**config.mk**
```make
export PLATFORM = sky130hd
export DESIGN_NAME = ifetch_unit
export DESIGN_NICKNAME = d
export VERILOG_FILES = /design/src/rtl/ifetch_unit_pkg.sv /design/src/rtl/ifetch_unit_next_pc.sv /design/src/rtl/ifetch_unit.sv
export SDC_FILE = /design/constraint.sdc
export NUM_CORES = 1
export LEC_CHECK = 0
export ABC_AREA = 1
export CAP_MARGIN = 20
export CORE_MARGIN = 3
export CORE_UTILIZATION = 32
export DETAILED_ROUTE_END_ITERATION = 7
export PLACE_DENSITY = 0.69
export SETUP_SLACK_MARGIN = 0.5
export SKIP_LAST_GASP = 1
export SYNTH_ARGS = -nofsm -noshare
export SYNTH_HDL_FRONTEND = slang
export SYNTH_SLANG_ARGS = --single-unit
export TNS_END_PERCENT = 10
```
**constraint.sdc**
```tcl
create_clock -name clk -period 7.6 [get_ports clk]
set_clock_uncertainty 0.05 [all_clocks]
set_input_delay 1.52 -clock clk [delete_from_list [all_inputs] [get_ports clk]]
set_output_delay 1.52 -clock clk [all_outputs]
set_load 0.02 [all_outputs]
```
**src/rtl/ifetch_unit_pkg.sv**
```systemverilog
// Shared encodings and constants for the instruction-fetch unit and its next-PC helper.
package ifetch_unit_pkg;

    localparam int          ROM_AW_DEF = 9;
    localparam logic [31:0] NOP        = 32'h0000_0000;

    typedef enum logic [1:0] {
        PCSEL_INC  = 2'b00,
        PCSEL_BR   = 2'b01,
        PCSEL_J    = 2'b10,
        PCSEL_HOLD = 2'b11
    } pc_sel_e;

    typedef enum logic {
        ST_IDLE = 1'b0,
        ST_READ = 1'b1
    } state_e;

endpackage

```
**src/rtl/ifetch_unit_next_pc.sv**
```systemverilog
// Combinational next-PC selection: sequential, PC-relative branch, or pseudo-direct jump.
module ifetch_next_pc
    import ifetch_unit_pkg::*;
(
    input  logic [31:0] pc,
    input  logic [1:0]  pc_sel,
    input  logic [15:0] br_offset,
    input  logic [25:0] jmp_target,
    output logic [31:0] next_pc,
    output logic [31:0] pc_plus4
);

    logic [31:0] br_disp;

    assign pc_plus4 = pc + 32'd4;
    assign br_disp  = {{14{br_offset[15]}}, br_offset, 2'b00};

    always_comb begin
        next_pc = pc;
        case (pc_sel_e'(pc_sel))
            PCSEL_INC:  next_pc = pc_plus4;
            PCSEL_BR:   next_pc = pc_plus4 + br_disp;
            PCSEL_J:    next_pc = {pc_plus4[31:28], jmp_target, 2'b00};
            PCSEL_HOLD: next_pc = pc;
            default:    next_pc = pc;
        endcase
    end

endmodule

```
**src/rtl/ifetch_unit.sv**
```systemverilog
// Instruction-fetch initiator: owns the PC, strobes the instruction ROM and captures
// the returned word into the instruction register.
module ifetch_unit
    import ifetch_unit_pkg::*;
#(
    parameter int          ROM_AW   = ROM_AW_DEF,
    parameter int          WAIT_CYC = 1,
    parameter logic [31:0] RESET_PC = 32'h0000_0000
) (
    input  logic              clk,
    input  logic              nrst,
    input  logic              fetch_req,
    input  logic              pc_load,
    input  logic [1:0]        pc_sel,
    input  logic [15:0]       br_offset,
    input  logic [25:0]       jmp_target,
    output logic              rom_nce,
    output logic              rom_re,
    output logic [ROM_AW-1:0] rom_addr,
    input  logic [31:0]       rom_d,
    output logic [31:0]       ir,
    output logic              ir_valid,
    output logic              busy,
    output logic [31:0]       pc,
    output logic [31:0]       pc_plus4,
    output logic              addr_err
);

    localparam int               CNT_W    = (WAIT_CYC > 1) ? $clog2(WAIT_CYC) : 1;
    localparam logic [CNT_W-1:0] CNT_LAST = CNT_W'(WAIT_CYC - 1);

    state_e            state_q, state_d;
    logic [31:0]       pc_q, pc_d;
    logic [31:0]       ir_q, ir_d;
    logic              ir_valid_q, ir_valid_d;
    logic              nce_q, nce_d;
    logic              re_q, re_d;
    logic [ROM_AW-1:0] addr_q, addr_d;
    logic              err_q, err_d;
    logic [CNT_W-1:0]  cnt_q, cnt_d;
    logic [31:0]       next_pc;
    logic              pc_legal;

    ifetch_next_pc u_next_pc (
        .pc         (pc_q),
        .pc_sel     (pc_sel),
        .br_offset  (br_offset),
        .jmp_target (jmp_target),
        .next_pc    (next_pc),
        .pc_plus4   (pc_plus4)
    );

    assign pc_legal = (pc_q[1:0] == 2'b00) && ((pc_q >> (ROM_AW + 2)) == 32'd0);

    // An illegal fetch never raises the strobes, so re_q doubles as the "capture ROM data" flag.
    always_comb begin
        state_d    = state_q;
        pc_d       = pc_q;
        ir_d       = ir_q;
        ir_valid_d = 1'b0;
        nce_d      = nce_q;
        re_d       = re_q;
        addr_d     = addr_q;
        err_d      = err_q;
        cnt_d      = cnt_q;
        case (state_q)
            ST_IDLE: begin
                if (pc_load) begin
                    pc_d = next_pc;
                end
                if (fetch_req) begin
                    state_d = ST_READ;
                    addr_d  = pc_q[ROM_AW+1:2];
                    cnt_d   = '0;
                    if (pc_legal) begin
                        nce_d = 1'b0;
                        re_d  = 1'b1;
                    end else begin
                        err_d = 1'b1;
                    end
                end
            end
            ST_READ: begin
                if (cnt_q == CNT_LAST) begin
                    ir_d       = re_q ? rom_d : NOP;
                    ir_valid_d = 1'b1;
                    nce_d      = 1'b1;
                    re_d       = 1'b0;
                    cnt_d      = '0;
                    state_d    = ST_IDLE;
                end else begin
                    cnt_d = cnt_q + CNT_W'(1);
                end
            end
            default: state_d = ST_IDLE;
        endcase
    end

    always_ff @(posedge clk) begin
        if (!nrst) begin
            state_q    <= ST_IDLE;
            pc_q       <= RESET_PC;
            ir_q       <= NOP;
            ir_valid_q <= 1'b0;
            nce_q      <= 1'b1;
            re_q       <= 1'b0;
            addr_q     <= '0;
            err_q      <= 1'b0;
            cnt_q      <= '0;
        end else begin
            state_q    <= state_d;
            pc_q       <= pc_d;
            ir_q       <= ir_d;
            ir_valid_q <= ir_valid_d;
            nce_q      <= nce_d;
            re_q       <= re_d;
            addr_q     <= addr_d;
            err_q      <= err_d;
            cnt_q      <= cnt_d;
        end
    end

    assign rom_nce  = nce_q;
    assign rom_re   = re_q;
    assign rom_addr = addr_q;
    assign ir       = ir_q;
    assign ir_valid = ir_valid_q;
    assign busy     = (state_q == ST_READ);
    assign pc       = pc_q;
    assign addr_err = err_q;

endmodule
```
; Word-level counts from Yosys, hierarchy flattened
; Cells that the tools add are included.
[classes]
add_sub_neg = 3
n_eq_ne = 6
muxes = 17
n_bitwise = 4
n_reduce_logical = 10
[op_table]
columns = operator, count
row1 = $pmux W32 S3, 1
row2 = $add A32 B3 Y32 const B, 1
row3 = $add A32 B32 Y32, 1
row4 = $logic_not A32 Y1, 1
row5 = $mux W32, 1
row6 = $mux W1, 11
row7 = $reduce_and A3 Y1, 3
row8 = $pmux W1 S2, 4
row9 = $ne A2 B2 Y1 const B, 3
row10 = $reduce_and A2 Y1, 3
row11 = $eq A2 B2 Y1 const B, 2
row12 = $logic_not A2 Y1, 2
row13 = $not A1 Y1, 4
row14 = $eq A2 B1 Y1 const B, 1
row15 = $add A1 B1 Y1 const B, 1
row16 = $logic_and A1 B1 Y1, 1
[totals]
reg_bits = 79
in_bits = 80
output_inout_bits = 110
wordCells = 49

; Logic depth before layout (Yosys ltp)
; Gate-level depths: netlist (run 1).
[depth]
depth_word = 5
ltp_mapped = 23

; By module
; From an unflattened synthesis (run 1), not the netlist that was laid out.
[hier_totals]
cells_unflattened = 1101
area_unflattened_um2 = 6720.2
[modules_own_cells]
columns = mod, n_inst, cells_each, area_each_um2, seq_area_each_um2
row1 = ifetch_next_pc, 1, 806, 4008.8, 0.0
row2 = ifetch_unit, 1, 295, 2711.4, 1561.5

; Least setup slack after synthesis (run 1)
; OpenSTA, ideal clock, no wires.
[synth_timing]
kind = register to output
from = reg pc_q[2], in the netlist pc[2]
to = out pc_plus4[16]
t_arrival_ns = 1.684
slack_ns = 4.346
stages_incl_launch_ff = 8
path_buffers = 0
cell_sequence = dfxtp_1 ha_1 nand3_1 nor2_1 nand2_1 inv_1 nand2_1 xor2_1
[synth_via]
elab_chain_cells = 1
[synth_rtl]
columns = element, line
row1 = from (decl), ifetch_unit.sv:33  ; logic [31:0] pc_q, pc_d;
row2 = from (signal assigned), ifetch_unit.sv:112  ; pc_q <= pc_d;
row3 = $add A32 B3 Y32, ifetch_unit_next_pc.sv:15  ; assign pc_plus4 = pc + 32'd4;
row4 = to (decl), ifetch_unit.sv:25  ; output logic [31:0] pc_plus4,
; Every way passes these cells.

; Final worst setup path (run 1)
[layout_timing]
from = reg pc_q[2], in the netlist pc[2]
to = out pc_plus4[28]
; The elaborated chain is that of the path after synthesis.

==> results of run 1 <==
flip-flops by register name, indices dropped and copies added, names as in the netlist:
name,cells
addr_err,1
busy,1
ir,32
ir_valid,1
pc,30
rom_addr,9
rom_nce,1
rom_re,1
worst max-delay path: stages (launching register included):
cell and delay, ns:
dfxtp_1 0.45, ha_1 0.28, inv_1 0.08, nor4_1 0.65, nand2_1 0.11, nand2_1 0.08
nand2_1 0.08, inv_1 0.12, clkdlybuf4s50_1 0.61
power groups by stage:
stage                     combinational [W]  clock (W)  sequential, W
after floorplan                    0.000248          0       0.000468
after global placement             0.000445          0       0.000454
after detailed placement           0.000448          0       0.000454
after CTS                          0.000451   0.000476       0.000445
after global routing               0.000504   0.000492       0.000449
final                              0.000457   0.000469       0.000446
routing by layer:
layer  track usage (%)  vias to the layer above
met3              3.44                       38
met2              34.0                      314
li1                  -                     3878
met5                 0                        -
met1              30.3                     3492
met4              5.64                        0
cells in the mapped netlist, drive strengths merged:
cell / n
nand2: 344
inv: 152
nand3: 106
nor2: 95
a21oi: 91
o21ai: 77
dfxtp: 76
ha: 39
clkbuf: 33
xor2: 18
nand4: 16
nor3: 14
or2: 8
buf: 6
o21bai: 5
and2: 4
nor4: 4
nand3b: 3
a211oi: 2
a21boi: 2
clkinv: 2
o211ai: 2
xnor2: 2
a221oi: 1
a31oi: 1
a32oi: 1
conb: 1
fa: 1
final cells by class:
type                    instances  area [um^2]  share of cell area (%)
clock buffers                  10          239                    2.68
clock inverters                 6         86.3                   0.970
inverters                     154          578                    6.49
multi-input cells             840         4220                    47.4
flip-flops and latches         76         1520                    17.1
well taps                     265          332                    3.72
repair buffers                190         1920                    21.6
worst max path at each step:
| stage | slack (ns) | start | to |
|---|---|---|---|
| CTS | 3.21 | pc[2] | pc_plus4[16] |
| floorplan | 4.35 | pc[2] | pc_plus4[16] |
| detailed placement | 2.99 | pc_sel[0] | pc[29] |
| global route | 3.02 | pc[2] | pc_plus4[16] |
| global placement | 3.09 | pc_sel[0] | pc[29] |
| finish | 3.21 | pc[2] | pc_plus4[28] |
metrics by stage:
| stage | util, % | cell area, um^2 | hold slack, ns | std cells | power, W |
|---|---|---|---|---|---|
| after floorplan | - | 6480 | 0.494 | 1109 | 0.000716 |
| after global placement | 43.4 | 8520 | 0.391 | 1523 | 0.000899 |
| after detailed placement | 43.4 | 8520 | 0.399 | 1523 | 0.000902 |
| after CTS | 45.0 | 8850 | 0.413 | 1539 | 0.00137 |
| after global routing | 45.3 | 8900 | 0.462 | 1541 | 0.00145 |
| final | 45.3 | 8900 | 0.408 | 1541 | 0.00137 |
logic make-up after synthesis:
kind of cell	count (synthesis)	share of synthesized area [%]
AOI/OAI and AO/OA	182	14.8
xor gates and xnor gates	20	2.82
adders and majority gates	40	7.85
buffers and inverters	193	11.4
DFF	76	23.5
other	1	0.0579
and+or+nand+nor	594	39.5
==> flow_metrics.py, run 1 <==
metrics = {
    "status": {
        "status": "completed",
    },
    "drt": {
        "met3_length_mm": 1.96,
        "drcViolationCount": 0,
        "via_per_inst": 5.01,
        "top_layer_used": "met4",
        "met2_length_mm": 10.8,
        "totalWireLength_mm": 24.2,
        "wl_per_cell_um": 15.7,
        "dr.pass1.iters": 6,
        "vias": 7722,
        "ant_nets": 0,
        "drtIter0Drc": 735,
        "m1WireLength_mm": 10.9,
    },
    "power": {
        "ir_drop_v": 0.0000988,
        "p_leak_nw": 3.95,
        "p_int_w": 0.000897,
        "p_sw_share_pct": 34.6,
        "switchingPower_w": 0.000475,
        "p_clk_share_pct": 34.2,
        "comb_power_share_pct": 33.3,
        "power_density_nw_per_um2": 154,
        "seq_power_share_pct": 32.5,
    },
    "hold_path": {
        "hp-start": "rom_nce",
        "hold_path_depth": 2,
        "min_to": "rom_nce",
        "hp-class": "flop to flop",
    },
    "die": {
        "core-area_um2": 19700,
        "rows": 51,
        "top_level_ports": 190,
        "start_util_pct": 32.9,
        "chipHeight_um": 148,
        "die_x_um": 148,
        "dieArea_um2": 22000,
    },
    "worst_setup_path": {
        "r2r_slack_ns": 4.08,
        "arrival_ns": 2.82,
        "worstPathRequired_ns": 6.03,
        "rr_startpoint": "pc[2]",
        "critPathKind": "flop to output port",
        "start_kind": "flop",
        "r2r_end": "pc[25]",
        "end_kind": "output port",
        "r2r_cells": 20,
        "critPathMaxFanout": 5,
    },
    "timing": {
        "rsz0062_at_grt": "no",
        "finalSetupTns_ns": 0,
        "fin_crit_sh_pct": 57.8,
        "max_freq_mhz": 228,
        "fin_crit_ns": 4.39,
        "hold_viol_final": 0,
        "drv_slew": 0,
        "tightest_slew_ns": 0.999,
        "setup_violations": 0,
        "worst_slack_ns": 3.21,
        "relSlewSlack_pct": 33.0,
    },
    "logic_synthesis": {
        "synth_area_leader_cell": "dfxtp_1",
        "ys_warn_count": 0,
        "synth_top_area_share_pct": 23.5,
        "synth.avg_cell_area_um2": 5.85,
        "ys_top_cells_by_area": "dfxtp_1 24%, nand2_1 19%, inv_1 8.7%",
        "netlist_instances": 1106,
        "ys_seq_area_share_pct": 23.5,
        "synth.cell_area_um2": 6470,
        "ys_ff_latch": 76,
        "yosysUniqueCellTypes": 39,
    },
    "layout": {
        "drive_gt1_share_pct": 4.39,
        "finalNetCount": 1391,
        "final_common_cell": "nand2_1",
        "final_cell_mix": "336 x nand2_1, 184 x clkdlybuf4s50_1, 150 x inv_1",
        "fill_cells": 2105,
        "area_growth_pct": 37.6,
        "n_antenna_cell": 0,
    },
    "cts": {
        "cts_root_buf": "clkbuf_16",
        "cts_resized": 0,
        "cts.hold.buffers_added": 0,
        "clk_latency_ns": 0.33,
        "cts_buffer_depth": 2,
        "clkSinkCount": 76,
        "cts.clk_slew.worst_paths_ns": 0.06,
        "cts_tree": "yes",
        "h-tree-depth": 3,
        "cts_inserted_buffers": 9,
        "cts_setup_buffers": 0,
    },
    "global_route": {
        "antenna_found_initial": 0,
        "grt_max_degree": 57,
        "grt_use_total_pct": 21.4,
        "grt_pass1_wl_mm": 38.0,
        "grt_pass1_vias": 7192,
        "grt_overflow_total": 0,
    },
    "placed_design": {
        "place_congestion": 0.946,
        "numPortBuffers": 185,
        "dpl.hpwl_mm": 19.3,
        "place_ws_ns": 2.99,
    },
    "flow_run": {
        "drv_cap": 0,
    },
}
(Power assumes the default switching activity.)
==> run 2, diff against run 1 <==
PLACE_DENSITY = 0.71   (was 0.69)
clock period = 3.9 ns   (was 7.6 ns; I/O delays follow)
==> flow_metrics.py, run 2 (same netlist as run 1, synthesis figures left out) <==
metrics = {
    "timing": {
        "hold_viol_final": 0,
        "relSlewSlack_pct": 39.0,
        "setup_violations": 0,
        "tightest_slew_ns": 0.913,
        "max_freq_mhz": 290,
        "drv_slew": 0,
        "fin_crit_sh_pct": 88.3,
        "rsz0062_at_grt": "yes",
        "finalSetupTns_ns": 0,
        "fin_crit_ns": 3.44,
    },
    "worst_setup_path": {
        "end_kind": "output port",
        "cpPeakStageDelay_ns": 0.63,
        "cp_top_family": "simple AND/OR/NAND/NOR gates",
        "worstPathRequired_ns": 3.07,
        "arrival_ns": 2.61,
        "cpMostUsedCell": "nor2_4",
        "r2r_cells": 19,
        "r2r_end": "pc[23]",
        "start_kind": "flop",
        "crit_start": "pc[2]",
        "critPathMaxFanout": 8,
        "r2r_slack_ns": 0.59,
        "path_buf_inv": 3,
        "crit_chain": "buf_4 > inv_2 > nor2_4 > nand2_2 > nor2_2 > nand3_2 > nor2_4 > nand3_1 > nand2_1 > and2_1 > clkdlybuf4s50_1",
        "setup.worst_path.end": "pc_plus4[29]",
        "rr_startpoint": "pc[18]",
        "path_depth": 11,
        "cpMaxStageDelayCell": "clkdlybuf4s50_1",
        "critPathKind": "flop to output port",
    },
    "cts": {
        "cts.clk_slew.worst_paths_ns": 0.06,
        "h-tree-depth": 3,
        "clk_latency_ns": 0.33,
        "cts_root_buf": "clkbuf_16",
        "cts_inserted_buffers": 9,
        "cts_tree": "yes",
        "cts_buffer_depth": 2,
        "clkSinkCount": 76,
    },
    "layout": {
        "final_cell_mix": "334 x nand2_1, 182 x clkdlybuf4s50_1, 150 x inv_1",
        "largest_reg_flops": 32,
        "finalNetCount": 1397,
        "area_growth_pct": 39.4,
        "n_antenna_cell": 0,
        "fill_cells": 2070,
        "final_common_cell": "nand2_1",
        "fin_area_um2": 9020,
        "drive_gt1_share_pct": 8.03,
    },
    "placed_design": {
        "numPortBuffers": 185,
        "dpl.hpwl_mm": 20.0,
        "place_congestion": 1.07,
        "dpl_cell_area_um2": 8580,
    },
    "die": {
        "rows": 51,
        "dieArea_um2": 22000,
        "die_x_um": 148,
        "start_util_pct": 32.9,
        "core-area_um2": 19700,
        "top_level_ports": 190,
        "chipHeight_um": 148,
    },
    "drt": {
        "totalWireLength_mm": 24.9,
        "drtIter0Drc": 605,
        "drcViolationCount": 0,
        "via_per_inst": 5.05,
        "vias": 7815,
        "wl_per_cell_um": 16.1,
        "ant_nets": 0,
        "dr.pass1.iters": 5,
    },
    "power": {
        "power_density_nw_per_um2": 290,
        "power_w": 0.00262,
        "ir_drop_v": 0.000258,
        "p_leak_nw": 3.97,
    },
    "global_route": {
        "grt_max_degree": 35,
        "use_met3_pct": 6.03,
        "antenna_found_initial": 0,
        "met1_usage_pct": 30.3,
        "grt_busiest_layer": "met2",
        "grt_use_total_pct": 21.9,
        "grt_overflow_total": 0,
        "grt_pass1_wl_mm": 38.7,
        "grt_pass1_vias": 7262,
        "use_met2_pct": 33.4,
    },
    "flow_run": {
        "drv_cap": 0,
    },
    "status": {
        "status": "completed",
    },
    "hold_path": {
        "hp-class": "flop to flop",
    },
}
run 2: cell types whose count changed in the layout (fill, tap and decap cells not counted), moves of 4 or more:
cell,change
buf_4,+8
dfxtp_1,-15
dfxtp_2,+15
nor2_1,-11
nor2_2,+8
xor2_1,-4
xor2_2,+4
run 2: layout make-up:
type,count,area [um^2],share of cell area (%)
Tap cell,265,332,3.67
Clock buffer,10,229,2.54
Inverter,154,578,6.41
Timing Repair Buffer,196,1930,21.4
Multi-Input combinational cell,840,4350,48.2
Clock inverter,6,63.8,0.707
Sequential cell,76,1540,17.1
run 2: what timing repair did:
item | 4_1_cts | 5_1_grt
endpoints found under the setup margin | 7 | 36
setup buffers | 0 | 0
pin swaps | 0 | 0
hold buffers | 0 | 0
endpoints found under the hold margin | 0 | 0
resized for setup | 1 | 47
run 2: report_power, final:
group          internal, W  switching, W
Clock             0.000496      0.000335
Combinational     0.000362      0.000556
Sequential        0.000816     0.0000540
Total              0.00167      0.000945
run 2: through the flow:
step           util, %  hold slack (ns)  setup WS, ns  std cells
3_3_place_gp      43.7            0.395         0.368       1531
3_5_place_dp      43.7            0.398         0.352       1531
6_report          45.9            0.409         0.458       1547
2_1_floorplan        -            0.494         0.854       1109
4_1_cts           45.2            0.413         0.369       1547
5_1_grt           45.9            0.452         0.350       1547
run 2: routing by layer:
metal  wire, um  vias to the layer above
li1           -                     3897
met1      11000                     3520
met2      10900                      348
met3       2380                       50
met4        668                        0
met5          0                        -
run 2: worst register-to-register path, stage by stage, from the launching register on:
cell and delay [ns]:
dfxtp_1 0.50, nand2_1 0.12, nor2_1 0.22, nand2_1 0.09
nor2_1 0.11, nand2_1 0.10, xor2_1 0.19, inv_1 0.13
ha_1 0.39, nand2_1 0.18, nor2_1 0.24, nand2_1 0.07
inv_1 0.08, nand3_1 0.11, nand3_1 0.19, nand2_1 0.07
nand3_1 0.12, nand2_1 0.07, nand2_1 0.06, a21oi_1 0.05
run 2: worst min-delay path by stage:
stage | from | cells after the start | slack [ns] | endpoint
finish | rom_nce | 2 | 0.41 | rom_nce
global route | addr_err | 2 | 0.45 | addr_err
CTS | rom_nce | 2 | 0.41 | rom_nce
detailed placement | rom_nce | 2 | 0.40 | rom_nce
global placement | rom_nce | 2 | 0.39 | rom_nce
floorplan | rom_nce | 2 | 0.49 | rom_nce
==> run 3, diff against run 2 <==
CORE_UTILIZATION = 40   (was 32)
PLACE_DENSITY = 0.83   (was 0.71)
==> flow_metrics.py, run 3 (same netlist as run 1, synthesis figures left out) <==
metrics = {
    "cts": {
        "cts_inserted_buffers": 9,
        "cts_tree": "yes",
        "cts_buffer_depth": 2,
        "clk_latency_ns": 0.33,
        "clkSinkCount": 76,
        "cts.clk_slew.worst_paths_ns": 0.06,
        "h-tree-depth": 3,
        "cts_root_buf": "clkbuf_16",
    },
    "timing": {
        "fin_crit_ns": 3.37,
        "whs_ns": 0.432,
        "drv_slew": 0,
        "rsz0062_at_grt": "yes",
        "finalSetupTns_ns": 0,
        "max_freq_mhz": 296,
        "setup_violations": 0,
        "hold_viol_final": 0,
        "tightest_slew_ns": 0.945,
        "relSlewSlack_pct": 36.8,
        "fin_crit_sh_pct": 86.5,
    },
    "layout": {
        "post-route-util_pct": 57.9,
        "drive_gt1_share_pct": 8.26,
        "fin_area_um2": 9000,
        "final_cell_mix": "335 x nand2_1, 183 x clkdlybuf4s50_1, 150 x inv_1",
        "area_growth_pct": 39.0,
        "largest_reg_flops": 32,
        "finalNetCount": 1399,
        "final_common_cell": "nand2_1",
        "n_antenna_cell": 0,
    },
    "drt": {
        "wl_per_cell_um": 15.8,
        "vias": 7808,
        "dr.pass1.iters": 7,
        "totalWireLength_mm": 23.7,
        "drtIter0Drc": 598,
        "ant_nets": 0,
        "via_per_inst": 5.22,
        "drcViolationCount": 0,
    },
    "global_route": {
        "grt_max_degree": 34,
        "grt_overflow_total": 0,
        "grt_pass1_wl_mm": 37.6,
        "grt_use_total_pct": 26.0,
        "grt_pass1_vias": 7360,
        "antenna_found_initial": 0,
    },
    "worst_setup_path": {
        "critPathMaxFanout": 4,
        "end_kind": "output port",
        "arrival_ns": 2.54,
        "critPathKind": "flop to output port",
        "worstPathRequired_ns": 3.07,
        "start_kind": "flop",
    },
    "status": {
        "status": "completed",
    },
    "power": {
        "ir_drop_v": 0.000205,
        "p_clk_share_pct": 33.6,
        "switchingPower_w": 0.000918,
        "p_leak_nw": 3.99,
        "power_w": 0.00268,
        "p_int_w": 0.00176,
        "p_sw_share_pct": 34.3,
        "seq_power_share_pct": 32.5,
        "comb_power_share_pct": 33.9,
        "power_density_nw_per_um2": 298,
    },
    "die": {
        "rows": 45,
        "die_x_um": 133,
        "start_util_pct": 41.7,
        "core-area_um2": 15500,
        "chipHeight_um": 133,
        "dieArea_um2": 17700,
        "top_level_ports": 190,
    },
    "placed_design": {
        "numPortBuffers": 185,
        "dpl_cell_area_um2": 8520,
        "place_congestion": 1.04,
        "dpl.hpwl_mm": 19.1,
    },
    "flow_run": {
        "drv_cap": 0,
    },
    "hold_path": {
        "hp-class": "flop to flop",
    },
}
## run 3: changes by cell type in the layout (fill, tap and decap cells not counted), sizes merged
cell	delta
dlygate4sd2	-1
clkdlybuf4s50	+1
clkinvlp	-1
bufinv	+1
buf	+2
## run 3: area by class of cell
| cell class | count | area [um^2] |
|---|---|---|
| fill | 1524 | 6540 |
| multi-input combinational | 840 | 4340 |
| timing repair buffer | 198 | 1950 |
| sequential | 76 | 1550 |
| inverter | 154 | 578 |
| tap | 211 | 264 |
| clock buffer | 10 | 239 |
| clock inverter | 6 | 86.3 |
## run 3: power by group through the flow
stage,clock network [W],logic [W],registers [W]
2_1_floorplan,0,0.000483,0.000912
3_3_place_gp,0,0.000874,0.000881
3_5_place_dp,0,0.000880,0.000881
4_1_cts,0.000918,0.000887,0.000864
5_1_grt,0.000951,0.00100,0.000875
6_report,0.000900,0.000907,0.000870
## run 3: final timing paths
kind	start	end	slack, ns	cells past startpoint
worst max-delay path	pc[3]	pc_plus4[29]	0.53	11
worst min-delay path	ir[0]	ir[0]	0.43	2
worst max register to register	pc[13]	pc[24]	0.68	19
worst min register to register	ir[0]	ir[0]	0.43	2
## run 3: worst max-delay path: stages (launching register included)
cell	delay, ns
dfxtp_1	0.33
buf_4	0.14
nand2_2	0.09
nor2_4	0.16
nand2_2	0.09
nor2_2	0.13
nand3_2	0.12
nor2_2	0.17
nand3_1	0.09
nand2_1	0.09
and2_1	0.19
clkdlybuf4s50_1	0.62
## run 3: routing by layer
layer	wire (um)	share of wire (%)	GRT usage (%)
met3	2300	9.7	6.95
met4	921	3.9	10.1
met5	0	0	0
met2	10200	43	39.9
met1	10200	43	34.9
## run 3: metrics by stage
step,instances,setup slack [ns]
6_report,1495,0.526
5_1_grt,1495,0.397
4_1_cts,1493,0.433
3_5_place_dp,1477,0.463
3_3_place_gp,1477,0.447
2_1_floorplan,1109,0.854
## run 3: timing repair
item / 4_1_cts / 5_1_grt
gates resized for setup: 1 / 45
endpoints found under the hold margin: 0 / 0
pin swaps: 0 / 2
hold buffers: 0 / 0
endpoints found under the setup margin: 6 / 34
setup buffers: 0 / 2
